$ cat config.mk
export PLATFORM = sky130hd
export DESIGN_NAME = fsm_result_sink
export DESIGN_NICKNAME = d
export VERILOG_FILES = /design/src/rtl/fsm_result_sink.sv
export SDC_FILE = /design/constraint.sdc
export NUM_CORES = 1
export LEC_CHECK = 0
export BUFFER_PORTS_ARGS = -buffer_cell sky130_fd_sc_hd__buf_2
export CAP_MARGIN = 20
export CORE_ASPECT_RATIO = 2
export CORE_MARGIN = 2
export CORE_UTILIZATION = 45
export DETAILED_ROUTE_END_ITERATION = 7
export PLACE_DENSITY = 0.62
export SLEW_MARGIN = 5
export SYNTH_ARGS = -nofsm -noshare
export SYNTH_HDL_FRONTEND = slang
export SYNTH_SLANG_ARGS = --single-unit
$ cat constraint.sdc
create_clock -name clk -period 4.63 [get_ports clk]
set_clock_uncertainty 0.2 [all_clocks]
set_input_delay 0.926 -clock clk [delete_from_list [all_inputs] [get_ports clk]]
set_output_delay 0.926 -clock clk [all_outputs]
set_load 0.02 [all_outputs]
$ cat src/rtl/fsm_result_sink.sv
// Result sink for the mini processing FSM: classifies each transaction as RESULT/ERROR/TIMEOUT
// and queues the outcome in a small tagged first-word-fall-through FIFO with a valid/ready port.
module fsm_result_sink #(
  parameter int unsigned DEPTH    = 4,
  parameter int unsigned TIMEOUT  = 64,
  parameter int unsigned ERR_HOLD = 4
) (
  input  logic        clk,
  input  logic        rst,
  input  logic        start_in,
  input  logic [7:0]  fsm_data_out,
  input  logic        fsm_done,
  output logic        m_valid,
  input  logic        m_ready,
  output logic [7:0]  m_data,
  output logic [1:0]  m_tag,
  output logic        busy,
  output logic [15:0] txn_cnt,
  output logic [7:0]  drop_cnt
);

  localparam int unsigned PTR_W = (DEPTH > 1) ? $clog2(DEPTH) : 1;
  localparam int unsigned CNT_W = PTR_W + 1;
  localparam int unsigned TMR_W = $clog2(TIMEOUT) + 1;
  localparam int unsigned ERR_W = $clog2(ERR_HOLD) + 1;

  localparam logic [7:0] ERR_CODE    = 8'hEE;
  localparam logic [1:0] TAG_RESULT  = 2'b00;
  localparam logic [1:0] TAG_ERROR   = 2'b01;
  localparam logic [1:0] TAG_TIMEOUT = 2'b10;

  typedef struct packed {
    logic [1:0] tag;
    logic [7:0] data;
  } entry_t;

  typedef enum logic [1:0] {
    IDLE    = 2'd0,
    ACTIVE  = 2'd1,
    ERRWAIT = 2'd2
  } state_t;

  state_t             state, state_next;
  logic [TMR_W-1:0]   timer, timer_next;
  logic [ERR_W-1:0]   errcnt, errcnt_next;
  logic               push_c;
  entry_t             push_word;

  logic               is_err_c, err_hit_c, tmo_hit_c;

  assign is_err_c  = (fsm_data_out == ERR_CODE);
  assign err_hit_c = is_err_c && (errcnt == ERR_W'(ERR_HOLD - 1));
  assign tmo_hit_c = (timer == TMR_W'(TIMEOUT - 1));

  // State register; busy is registered alongside it.
  always_ff @(posedge clk) begin
    if (rst) begin
      state  <= IDLE;
      busy   <= 1'b0;
      timer  <= '0;
      errcnt <= '0;
    end else begin
      state  <= state_next;
      busy   <= (state_next != IDLE);
      timer  <= timer_next;
      errcnt <= errcnt_next;
    end
  end

  // Next state: done wins over error, error wins over timeout.
  always_comb begin
    state_next = state;
    case (state)
      IDLE:    if (start_in) state_next = ACTIVE;
      ACTIVE: begin
        if (fsm_done)       state_next = IDLE;
        else if (err_hit_c) state_next = ERRWAIT;
        else if (tmo_hit_c) state_next = IDLE;
      end
      ERRWAIT: if (!is_err_c) state_next = IDLE;
      default: state_next = IDLE;
    endcase
  end

  // FSM outputs: FIFO push request and timer/error-run bookkeeping.
  always_comb begin
    push_c      = 1'b0;
    push_word   = '0;
    timer_next  = timer;
    errcnt_next = errcnt;
    case (state)
      IDLE: begin
        if (start_in) begin
          timer_next  = '0;
          errcnt_next = '0;
        end
      end
      ACTIVE: begin
        timer_next  = TMR_W'(timer + 1'b1);
        errcnt_next = is_err_c ? ERR_W'(errcnt + 1'b1) : '0;
        if (fsm_done) begin
          push_c    = 1'b1;
          push_word = '{tag: TAG_RESULT, data: fsm_data_out};
        end else if (err_hit_c) begin
          push_c    = 1'b1;
          push_word = '{tag: TAG_ERROR, data: ERR_CODE};
        end else if (tmo_hit_c) begin
          push_c    = 1'b1;
          push_word = '{tag: TAG_TIMEOUT, data: 8'h00};
        end
      end
      default: ;
    endcase
  end

  entry_t             mem [DEPTH];
  logic [PTR_W-1:0]   wr_ptr, rd_ptr, rd_ptr_next;
  logic [CNT_W-1:0]   count, count_next;
  logic               pop_c, full_c, push_ok_c;
  entry_t             head_next;

  assign pop_c       = m_valid & m_ready;
  assign full_c      = (count == CNT_W'(DEPTH));
  assign push_ok_c   = push_c & (~full_c | pop_c);
  assign rd_ptr_next = pop_c ? PTR_W'(rd_ptr + 1'b1) : rd_ptr;

  always_comb begin
    count_next = count;
    if (push_ok_c && !pop_c)      count_next = CNT_W'(count + 1'b1);
    else if (!push_ok_c && pop_c) count_next = CNT_W'(count - 1'b1);
  end

  // New head comes from the incoming push when it lands straight at the read pointer.
  always_comb begin
    head_next = mem[rd_ptr_next];
    if (count_next == '0)                           head_next = '0;
    else if (push_ok_c && (rd_ptr_next == wr_ptr))  head_next = push_word;
  end

  always_ff @(posedge clk) begin
    if (push_ok_c) mem[wr_ptr] <= push_word;
  end

  always_ff @(posedge clk) begin
    if (rst) begin
      wr_ptr   <= '0;
      rd_ptr   <= '0;
      count    <= '0;
      m_valid  <= 1'b0;
      m_tag    <= '0;
      m_data   <= '0;
      txn_cnt  <= '0;
      drop_cnt <= '0;
    end else begin
      if (push_ok_c) wr_ptr <= PTR_W'(wr_ptr + 1'b1);
      rd_ptr  <= rd_ptr_next;
      count   <= count_next;
      m_valid <= (count_next != '0);
      m_tag   <= head_next.tag;
      m_data  <= head_next.data;
      if (push_ok_c && (push_word.tag == TAG_RESULT)) txn_cnt <= 16'(txn_cnt + 1'b1);
      if (push_c && !push_ok_c && (drop_cnt != 8'hFF)) drop_cnt <= 8'(drop_cnt + 1'b1);
    end
  end

endmodule

==> summary.txt, run 1 <==
Routing
  – Starting DRT DRC Count: about 140
  – Routed Antenna Nets: 0
  – Routed vias/inst: approximately 5.6
  – DRT Wirelength: ~9000 um
  – Wire per inst: about 17 um
  – Routed via count: approximately 3000
  – First-pass DRT Iterations: 4
  – DRC: 0

Setup path
  – Crit Path Class: input pin to flop
  – Critical Path AT: roughly 3.3 ns
  – CP Max Fanout: 17
  – Slowest cell on crit path: a221oi_4
  – Worst Setup End Kind: flop
  – Worst Setup Start Kind: input pin
  – Req. time, crit path: ~4.7 ns
  – Largest stage delay, worst path: around 0.64 ns
  – Worst-path cell chain: buf_2 -> and4b_1 -> nand3_4 -> a221oi_4 -> nand4_2 -> nor4_1 -> mux2_2

Die
  – Starting density of the core: 0.455
  – Die Ht: between 100 and 150 um
  – Core area: around 9300 sq um
  – Ports: 49
  – DIE WIDTH: 72.4 um
  – # rows: 50
  – Die Area: between 10000 and 15000 sq um

Placement
  – Pre-CTS setup slack: 0.924 ns
  – Routability cong.: around 0.74
  – Placed Cells: slightly above 500
  – Hpwl dp: around 6200 um
  – IO Port Bufs: 48

Power
  – Power per cell area: between 400 and 500 nW/um^2
  – Maximum VDD drop: 0.254 mV
  – Leakage: between 0.0015 and 0.002 uW

Clock tree
  – CTS tree: built
  – Hold_buf cts: 0
  – Worst-skew pair later-pin latency: approximately 0.35 ns
  – Num CTS Buffers: 9
  – Clock Tree Root: clkbuf_16
  – # Post-CTS Setup Buffers: 0
  – Post-CTS Resized: 0
  – # H-tree levels: 3
  – CTS clk-pin slew, worst paths: approximately 0.070 ns
  – Clock Sinks: between 90 and 100
  – Max clock buf depth: 2

Cells and area
  – Nets@finish: 440
  – # fillers: approximately 850
  – Antenna diodes: 0
  – Most frequent cells in the layout: dfxtp_1 (55), buf_2 (48), edfxtp_1 (40)
  – Commonest non-fill, non-tap cell in the layout: dfxtp_1
  – P&R area growth vs syn: 14.9%
  – Layout cell share with drive strength beyond 1: 0.219
  – Finished Layout Cells: 524

Worst hold path
  – Hold WC Path Type: flop to flop

Global routing
  – Global-route wire length before repair: around 14000 um
  – Initial antenna violation count: 0
  – Vias in the first global route: 2993
  – Pin count of the biggest net entering global routing: 46
  – Overflow after GRT: 0
  – GR Util All Layers: 0.186

Synth
  – Top cells by area, synth: edfxtp_1 (29%), dfxtp_1 (26%), mux4_2 (5.4%)
  – Post-synth EDFFs: 40
  – Cell taking the most area after synthesis: edfxtp_1
  – Syn nets: approximately 400
  – Sequential fraction of the synthesis area: 0.547
  – Dominant synthesized flop cell: dfxtp_1
  – Syn Area/Cell: roughly 11 sq um
  – Synth warnings: 0
  – FFs w/ async S/R, synth: 0
  – Distinct cells, synth: a little over 50
  – Synthesized area: roughly 4200 sq um
  – Top cell type's share of synthesized area: 0.285
  – Mapped Cells: approximately 370
  – Synth Register Bits: 95

Timing
  – Worst-margin pin slew: between 0.8 and 0.9 ns
  – RSZ-0062 raised after global routing: false
  – Fmax: a little over 300 MHz
  – Slew margin rel.: 0.421
  – Final worst path period need: approximately 3.3 ns
  – # setup viols final: 0
  – Crit share post-route: 0.713
  – Final Hold Vio Count: 0
  – Final worst slack: between 1 and 1.5 ns
  – Slew Limit Fails: 0
  – Fin Setup TNS: 0 ns

Outcome
  – Status: completed

Flow run
  – Max-cap violation count: 0
sequential cells by signal, summed over array words and instances, names as in the netlist:
name and count:
busy 1, count 3, drop_cnt 8, errcnt 3
m_data 8, m_tag 2, m_valid 1, mem 40
rd_ptr 2, state 2, timer 7, txn_cnt 16
wr_ptr 2
power breakdown:
group          leakage [uW]  switching [uW]  internal, uW  total [uW]
clock network      0.000140             322           419         742
logic              0.000952             266           211         477
registers          0.000816            26.3           930         957
total               0.00191             615          1560        2180
metal layers:
layer  global-route usage  wire, um  up-vias
li1                     -         -     1447
met1                0.205      3670     1441
met2                0.337      4720       53
met3               0.0329       265       12
met4               0.0858       206        0
met5                    0         0        -
path summary, 6_finish.rpt:
check                                            start  cells past startpoint                       end  slack (ns)
worst max-delay path                   fsm_data_out[4]                      7  txn_cnt[15]$_SDFFE_PP0P_        1.33
worst min-delay path            errcnt[2]$_SDFFE_PP0P_                      2    errcnt[2]$_SDFFE_PP0P_        0.28
worst max register to register   timer[0]$_SDFFE_PP0P_                      7  txn_cnt[15]$_SDFFE_PP0P_        1.54
worst min register to register  errcnt[2]$_SDFFE_PP0P_                      2    errcnt[2]$_SDFFE_PP0P_        0.28
cells in the mapped netlist (2+ instances only):
| master | instances |
|---|---|
| or4_1 | 5 |
| nand3_1 | 11 |
| o311ai_0 | 2 |
| nand2b_1 | 2 |
| and2_1 | 8 |
| nand4_1 | 11 |
| xor2_1 | 13 |
| nand2_1 | 24 |
| or3_1 | 2 |
| xnor2_1 | 5 |
| edfxtp_1 | 40 |
| mux2i_1 | 12 |
| and3_1 | 9 |
| inv_1 | 10 |
| o211ai_1 | 5 |
| o41ai_1 | 2 |
| o21ai_0 | 5 |
| buf_2 | 6 |
| mux4_2 | 10 |
| dfxtp_1 | 55 |
| ha_1 | 12 |
| nor2_1 | 37 |
| a211oi_1 | 3 |
| nor2b_1 | 4 |
| and4b_1 | 2 |
| nand3b_1 | 3 |
| a22oi_1 | 4 |
| a32oi_1 | 2 |
| or2_2 | 8 |
| clkbuf_1 | 9 |
| buf_1 | 2 |
| a21oi_1 | 27 |
cell type report:
cell class,count,area [sq um],area share
clock buffer,9,225,0.0466
clock inverter,7,71.3,0.0148
inverter,10,37.5,0.00776
multi-input combinational,247,1800,0.372
sequential,95,2300,0.476
tap,104,130,0.0269
timing repair buffer,52,270,0.0559
kinds of logic after synthesis:
| family | after synthesis | share of synthesized area |
|---|---|---|
| mux | 23 | 0.0847 |
| fa+ha+maj | 12 | 0.0357 |
| buf+inv | 27 | 0.0259 |
| compound gates | 59 | 0.0978 |
| simple gates | 135 | 0.172 |
| flops | 95 | 0.547 |
| xor+xnor | 18 | 0.0375 |
metrics by stage:
stage	util	power [uW]	instance area [sq um]	hold WS, ns
3_3_place_gp	0.490	1450	4540	0.270
2_1_floorplan	-	1330	4210	0.254
4_1_cts	0.522	2200	4830	0.290
3_5_place_dp	0.490	1460	4540	0.276
5_1_grt	0.522	2280	4830	0.318
6_report	0.522	2180	4830	0.283
worst max-delay path, delay by kind of cell:
family                 cells  cell delay, ns
buffers and inverters      1            0.10
AO/OA/AOI/OAI              1            0.64
multiplexers               1            0.36
AND/OR/NAND/NOR            4            1.30
No activity file was read; power rests on OpenSTA's default activity.
==> run 2: changes to the inputs <==
--- a/config.mk
+++ b/config.mk
@@ -11,7 +11,7 @@
 export CORE_MARGIN = 2
 export CORE_UTILIZATION = 45
 export DETAILED_ROUTE_END_ITERATION = 7
-export PLACE_DENSITY = 0.62
+export PLACE_DENSITY = 0.65
 export SLEW_MARGIN = 5
 export SYNTH_ARGS = -nofsm -noshare
 export SYNTH_HDL_FRONTEND = slang
==> constraint.sdc (replaced) <==
create_clock -name clk -period 2.95 [get_ports clk]
set_clock_uncertainty 0.2 [all_clocks]
set_input_delay 0.59 -clock clk [delete_from_list [all_inputs] [get_ports clk]]
set_output_delay 0.59 -clock clk [all_outputs]
set_load 0.02 [all_outputs]
==> run 2 against run 1 <==
Power is 57% higher; critical path depth grew 1; register-to-register slack worse by 1.1 ns; core utilization is 2.0 points higher; largest cell class unchanged; largest power group unchanged.
==> summary.txt, run 2 (synthesized netlist as in run 1, its figures left out) <==
Clock tree
  – Hold_buf cts: 0 (unchanged)
  – # Post-CTS Setup Buffers: 0 (unchanged)
  – Clock Tree Root: clkbuf_16
  – Max clock buf depth: 2 (unchanged)
  – CTS clk-pin slew, worst paths: 0.06 ns (about the same)
  – Worst-skew pair later-pin latency: 0.35 ns (about the same)
  – Post-CTS Resized: 0 (unchanged)
  – Num CTS Buffers: 9 (unchanged)
  – Clock Sinks: 95 (unchanged)
  – # H-tree levels: 3 (unchanged)
  – CTS tree: built

Setup path
  – R2r endpoint: txn_cnt[11]$_SDFFE_PP0P_
  – Worst Setup Start Kind: flop
  – Crit path from: timer[0]$_SDFFE_PP0P_
  – Slowest cell on crit path: dfxtp_1
  – Critical Path AT: 2.56 ns (-0.78 ns)
  – Largest stage delay, worst path: 0.38 ns (-0.26 ns)
  – R2R Setup Slk: 0.41 ns (-1.13 ns)
  – Worst Setup End Kind: flop
  – Reg2reg start: timer[0]$_SDFFE_PP0P_
  – Worst-path cell chain: ha_1 -> and3_2 -> a31oi_4 -> a221oi_4 -> nand4_2 -> buf_4 -> o311ai_0 -> o41ai_1
  – R2r worst-path depth: 8 (+1)
  – Req. time, crit path: 2.96 ns (-1.71 ns)
  – Crit Path Class: flop to flop
  – CP Max Fanout: 12 (-5)

Die
  – Core area: 9260 sq um (unchanged)
  – # rows: 50 (unchanged)
  – Die Area: 10200 sq um (unchanged)
  – Die Ht: 141 um (unchanged)
  – DIE WIDTH: 72.4 um (unchanged)
  – Starting density of the core: 0.455 (unchanged)
  – Ports: 49 (unchanged)

Power
  – Leakage: 0.00201 uW (+5.2%)
  – Power per cell area: 682 nW/um^2 (+52%)
  – Maximum VDD drop: 0.375 mV (+48%)

Timing
  – Crit share post-route: 0.862
  – Final worst path period need: about 2.5 ns
  – Slew margin rel.: 0.641 (+0.221)
  – Worst-margin pin slew: 0.538 ns (-0.319 ns)
  – Fin Setup TNS: 0 ns (unchanged)
  – Final worst slack: 0.407 ns (-0.923 ns)
  – Slew Limit Fails: 0 (unchanged)
  – # setup viols final: 0 (unchanged)
  – Final Hold Vio Count: 0 (unchanged)
  – RSZ-0062 raised after global routing: false
  – Fmax: 393 MHz

Outcome
  – Status: completed

Routing
  – Routed Antenna Nets: 0 (unchanged)
  – Wire per inst: 16.6 um (-1.8%)
  – First-pass DRT Iterations: 4 (unchanged)
  – DRC: 0 (unchanged)
  – Starting DRT DRC Count: 157 (+15%)
  – Routed via count: 3051 (+3.3%)
  – DRT Wirelength: 8980 um (+1.4%)
  – Routed vias/inst: 5.64 (about the same)

Global routing
  – Pin count of the biggest net entering global routing: 25 (-46%)
  – Initial antenna violation count: 0 (unchanged)
  – Vias in the first global route: 3086 (+3.1%)
  – GR Util All Layers: 0.194 (+0.00787)
  – Global-route wire length before repair: 15100 um (+4.3%)
  – Overflow after GRT: 0 (unchanged)

Worst hold path
  – Hold WC Path Type: flop to flop
  – Hold Path Cell Cnt: 2 (unchanged)
  – Worst hold start: errcnt[2]$_SDFFE_PP0P_
  – End of the worst hold path: errcnt[2]$_SDFFE_PP0P_

Cells and area
  – Largest reg by FF count: mem
  – P&R area growth vs syn: 19.2%
  – Layout cell share with drive strength beyond 1: 0.247 (+0.0281)
  – Max reg flops: 40 (unchanged)
  – Commonest non-fill, non-tap cell in the layout: dfxtp_1
  – Antenna diodes: 0 (unchanged)
  – Most frequent cells in the layout: dfxtp_1 (55), buf_2 (48), edfxtp_1 (40)
  – Biggest regs: mem: 40 flops, txn_cnt: 16 flops
  – Nets@finish: 457 (+3.9%)

Placement
  – IO Port Bufs: 48 (unchanged)
  – Routability cong.: 0.798 (+7.7%)
  – Pre-CTS setup slack: 0.143 ns (-0.781 ns)
  – Hpwl dp: 6730 um (+7.8%)

Flow run
  – Max-cap violation count: 0 (unchanged)
==> run 2: cell count changes in the layout (fill, tap and decap cells not counted), sizes merged <==
cell,change
inv,-1
buf,+17
clkbuf,+1
clkinv,+1
clkinvlp,-1
==> run 2: worst max-delay path by stage <==
stage / to / slack, ns / cells after the start
after floorplan: mem[0][0]$_DFFE_PP_ / 0.36 / 5
after global placement: m_data[6]$_SDFF_PP0_ / 0.20 / 8
after detailed placement: txn_cnt[11]$_SDFFE_PP0P_ / 0.14 / 8
after CTS: txn_cnt[11]$_SDFFE_PP0P_ / 0.38 / 8
after global routing: txn_cnt[11]$_SDFFE_PP0P_ / 0.19 / 8
final: txn_cnt[11]$_SDFFE_PP0P_ / 0.41 / 8
==> run 2: final cells by class <==
cell class | instances | area, sq um
timing repair buffer | 69 | 460
tap | 104 | 130
multi-input combinational | 247 | 1800
clock buffer | 10 | 229
inverter | 10 | 37.5
sequential | 95 | 2300
clock inverter | 6 | 60.1
fill | 843 | 4240
==> run 2: worst max-delay path: cells and delay by family, from the launching register on <==
family / cells / cell delay (ns)
compound gates: 4 / 1.02
simple gates: 2 / 0.41
flops: 1 / 0.38
fa+ha+maj: 1 / 0.20
buf+inv: 1 / 0.20
==> run 2: per-stage QoR <==
stage | power, uW | std cells | instance area (sq um) | hold slack [ns] | util
2_1_floorplan | 2090 | 369 | 4210 | 0.254 | -
3_3_place_gp | 2300 | 525 | 4730 | 0.271 | 0.511
3_5_place_dp | 2330 | 525 | 4730 | 0.289 | 0.511
4_1_cts | 3460 | 541 | 5020 | 0.304 | 0.542
5_1_grt | 3600 | 541 | 5020 | 0.333 | 0.542
6_report | 3420 | 541 | 5020 | 0.299 | 0.542
==> run 2: per-layer routing <==
metal	wire length (um)	track usage	share of wire
met1	3450	0.207	0.38
met2	5010	0.352	0.56
met3	329	0.0472	0.037
met4	187	0.0838	0.021
met5	0	0	0
==> run 2: power by group <==
part           switching [uW]  internal, uW
registers                38.5          1460
logic                     426           362
clock network             482           654
total                     946          2480
==> run 3: changes to the inputs <==
--- a/config.mk
+++ b/config.mk
@@ -11,7 +11,7 @@
 export CORE_MARGIN = 2
 export CORE_UTILIZATION = 45
 export DETAILED_ROUTE_END_ITERATION = 7
-export PLACE_DENSITY = 0.65
+export PLACE_DENSITY = 0.62
 export SLEW_MARGIN = 5
 export SYNTH_ARGS = -nofsm -noshare
 export SYNTH_HDL_FRONTEND = slang
==> constraint.sdc (replaced) <==
create_clock -name clk -period 3 [get_ports clk]
set_clock_uncertainty 0.2 [all_clocks]
set_input_delay 0.6 -clock clk [delete_from_list [all_inputs] [get_ports clk]]
set_output_delay 0.6 -clock clk [all_outputs]
set_load 0.02 [all_outputs]
==> run 3 against run 2 <==
Non-clock buffer count shrank 3; critical path type unchanged; via count shrank 0.43%; critical endpoint is now txn_cnt[13]$_SDFFE_PP0P_; combinational power shrank 2.8%; global-route usage shrank 0.92 points; sequential share of layout area grew 0.36 points; maximum frequency shrank 1.9%.
==> summary.txt, run 3 (synthesized netlist as in run 1, its figures left out) <==
Timing
  – # setup viols final: 0 (unchanged)
  – Crit share post-route: 0.864 (+0.00193)
  – Slew margin rel.: 0.646 (+0.00456)
  – Worst-margin pin slew: 0.531 ns (-0.00683 ns)
  – Final Hold Vio Count: 0 (unchanged)
  – RSZ-0062 raised after global routing: false
  – Slew Limit Fails: 0 (unchanged)
  – Fin Setup TNS: 0 ns (unchanged)
  – Final worst slack: 0.408 ns (+0.00111 ns)
  – Fmax: 386 MHz (-1.9%)
  – Final worst path period need: 2.59 ns (+0.0489 ns)

Power
  – Power, Total: 3460 uW (+1.2%)
  – Power per cell area: 695 nW/um^2 (+2.0%)
  – Maximum VDD drop: 0.391 mV (+4.3%)
  – Leakage: 0.00200 uW (-0.60%)

Setup path
  – Req. time, crit path: 3.09 ns (+0.13 ns)
  – Slowest cell on crit path: or4_1
  – CP Max Fanout: 12 (unchanged)
  – Critical Path AT: 2.68 ns (+0.12 ns)
  – Worst Setup End Kind: flop
  – Largest stage delay, worst path: 0.47 ns (+0.09 ns)
  – Crit Path Class: flop to flop
  – Worst Setup Start Kind: flop
  – Worst-path cell chain: ha_1 -> and3_2 -> nand4_1 -> o31a_1 -> nand4_2 -> buf_4 -> or4_1 -> nand2_1

Cells and area
  – Layout cell share with drive strength beyond 1: 0.244 (-0.00290)
  – Max reg flops: 40 (unchanged)
  – Footprint of the multi-input gates: 1800 sq um (unchanged)
  – Biggest regs: mem: 40 flops, txn_cnt: 16 flops
  – Nets@finish: 454 (-0.66%)
  – Fin area: 4980 sq um (-0.77%)
  – Antenna diodes: 0 (unchanged)
  – Reg area: 2300 sq um (unchanged)
  – P&R area growth vs syn: 18.3%
  – Commonest non-fill, non-tap cell in the layout: dfxtp_1
  – Largest reg by FF count: mem
  – # fillers: 824 (-2.3%)
  – Most frequent cells in the layout: dfxtp_1 (55), buf_2 (48), edfxtp_1 (40)

Routing
  – DRT Wirelength: 8740 um (-2.7%)
  – Wire per inst: 16.2 um (-2.1%)
  – Routed vias/inst: 5.65 (+0.13%)
  – DRC: 0 (unchanged)
  – Routed via count: 3038 (-0.43%)
  – Starting DRT DRC Count: 220 (+40%)
  – Routed Antenna Nets: 0 (unchanged)
  – First-pass DRT Iterations: 4 (unchanged)

Die
  – DIE WIDTH: 72.4 um (unchanged)
  – Die Area: 10200 sq um (unchanged)
  – Starting density of the core: 0.455 (unchanged)
  – Ports: 49 (unchanged)
  – Core area: 9260 sq um (unchanged)
  – Die Ht: 141 um (unchanged)
  – # rows: 50 (unchanged)

Global routing
  – Overflow after GRT: 0 (unchanged)
  – Vias in the first global route: 3041 (-1.5%)
  – GR Util All Layers: 0.185 (-0.00915)
  – Pin count of the biggest net entering global routing: 25 (unchanged)
  – Initial antenna violation count: 0 (unchanged)
  – Global-route wire length before repair: 14400 um (-4.4%)

Clock tree
  – CTS clk-pin slew, worst paths: 0.07 ns (about the same)
  – Max clock buf depth: 2 (unchanged)
  – Num CTS Buffers: 9 (unchanged)
  – # Post-CTS Setup Buffers: 0 (unchanged)
  – Clock Sinks: 95 (unchanged)
  – Clock Tree Root: clkbuf_16
  – CTS tree: built
  – Worst-skew pair later-pin latency: 0.34 ns (about the same)
  – Post-CTS Resized: 0 (unchanged)
  – Hold_buf cts: 0 (unchanged)
  – # H-tree levels: 3 (unchanged)

Placement
  – Pre-CTS setup slack: 0.222 ns (+0.0787 ns)
  – Hpwl dp: 6470 um (-3.7%)
  – Post-DP Area: 4660 sq um (-1.5%)
  – IO Port Bufs: 48 (unchanged)
  – Routability cong.: 0.819 (+2.6%)

Outcome
  – Status: completed

Worst hold path
  – Hold WC Path Type: flop to flop

Flow run
  – Max-cap violation count: 0 (unchanged)
[run 3: changes by cell type in the layout (fill, tap and decap cells not counted), sizes merged]
cell	change
clkinv	-2
bufinv	+1
buf	-3
inv	+1
[run 3: area by class of cell]
cell class,count,share of cell area
Tap cell,104,0.0261
Clock inverter,6,0.0188
Timing Repair Buffer,66,0.0779
Multi-Input combinational cell,247,0.361
Inverter,10,0.00754
Sequential cell,95,0.462
Clock buffer,10,0.0460
[run 3: critical path, delay by kind of cell, from the launching register on]
kind,cells,cell delay [ns]
simple gates,5,1.16
compound gates,1,0.40
flops,1,0.33
fa+ha+maj,1,0.23
buf+inv,1,0.21
[run 3: final timing paths]
check,startpoint,slack (ns),endpoint,depth (start not counted)
max,timer[0]$_SDFFE_PP0P_,0.41,txn_cnt[13]$_SDFFE_PP0P_,8
min,errcnt[2]$_SDFFE_PP0P_,0.29,errcnt[2]$_SDFFE_PP0P_,2
max reg2reg,timer[0]$_SDFFE_PP0P_,0.41,txn_cnt[13]$_SDFFE_PP0P_,8
min reg2reg,errcnt[2]$_SDFFE_PP0P_,0.29,errcnt[2]$_SDFFE_PP0P_,2
[run 3: where the power goes]
group          leakage [uW]  internal (uW)  switching, uW
logic               0.00103            349            417
registers          0.000816           1440           38.4
clock network      0.000154            738            484
total               0.00200           2520            939
[run 3: routing by layer]
layer,global-route usage,part of all wire
met1,0.201,0.39
met2,0.329,0.54
met3,0.0365,0.035
met4,0.0965,0.029
met5,0,0
[run 3: through the flow]
| step | hold WS, ns | util | cells |
|---|---|---|---|
| after floorplan | 0.254 | - | 369 |
| after global placement | 0.263 | 0.503 | 522 |
| after detailed placement | 0.280 | 0.503 | 522 |
| after CTS | 0.296 | 0.538 | 538 |
| after global routing | 0.327 | 0.538 | 538 |
| final | 0.290 | 0.538 | 538 |
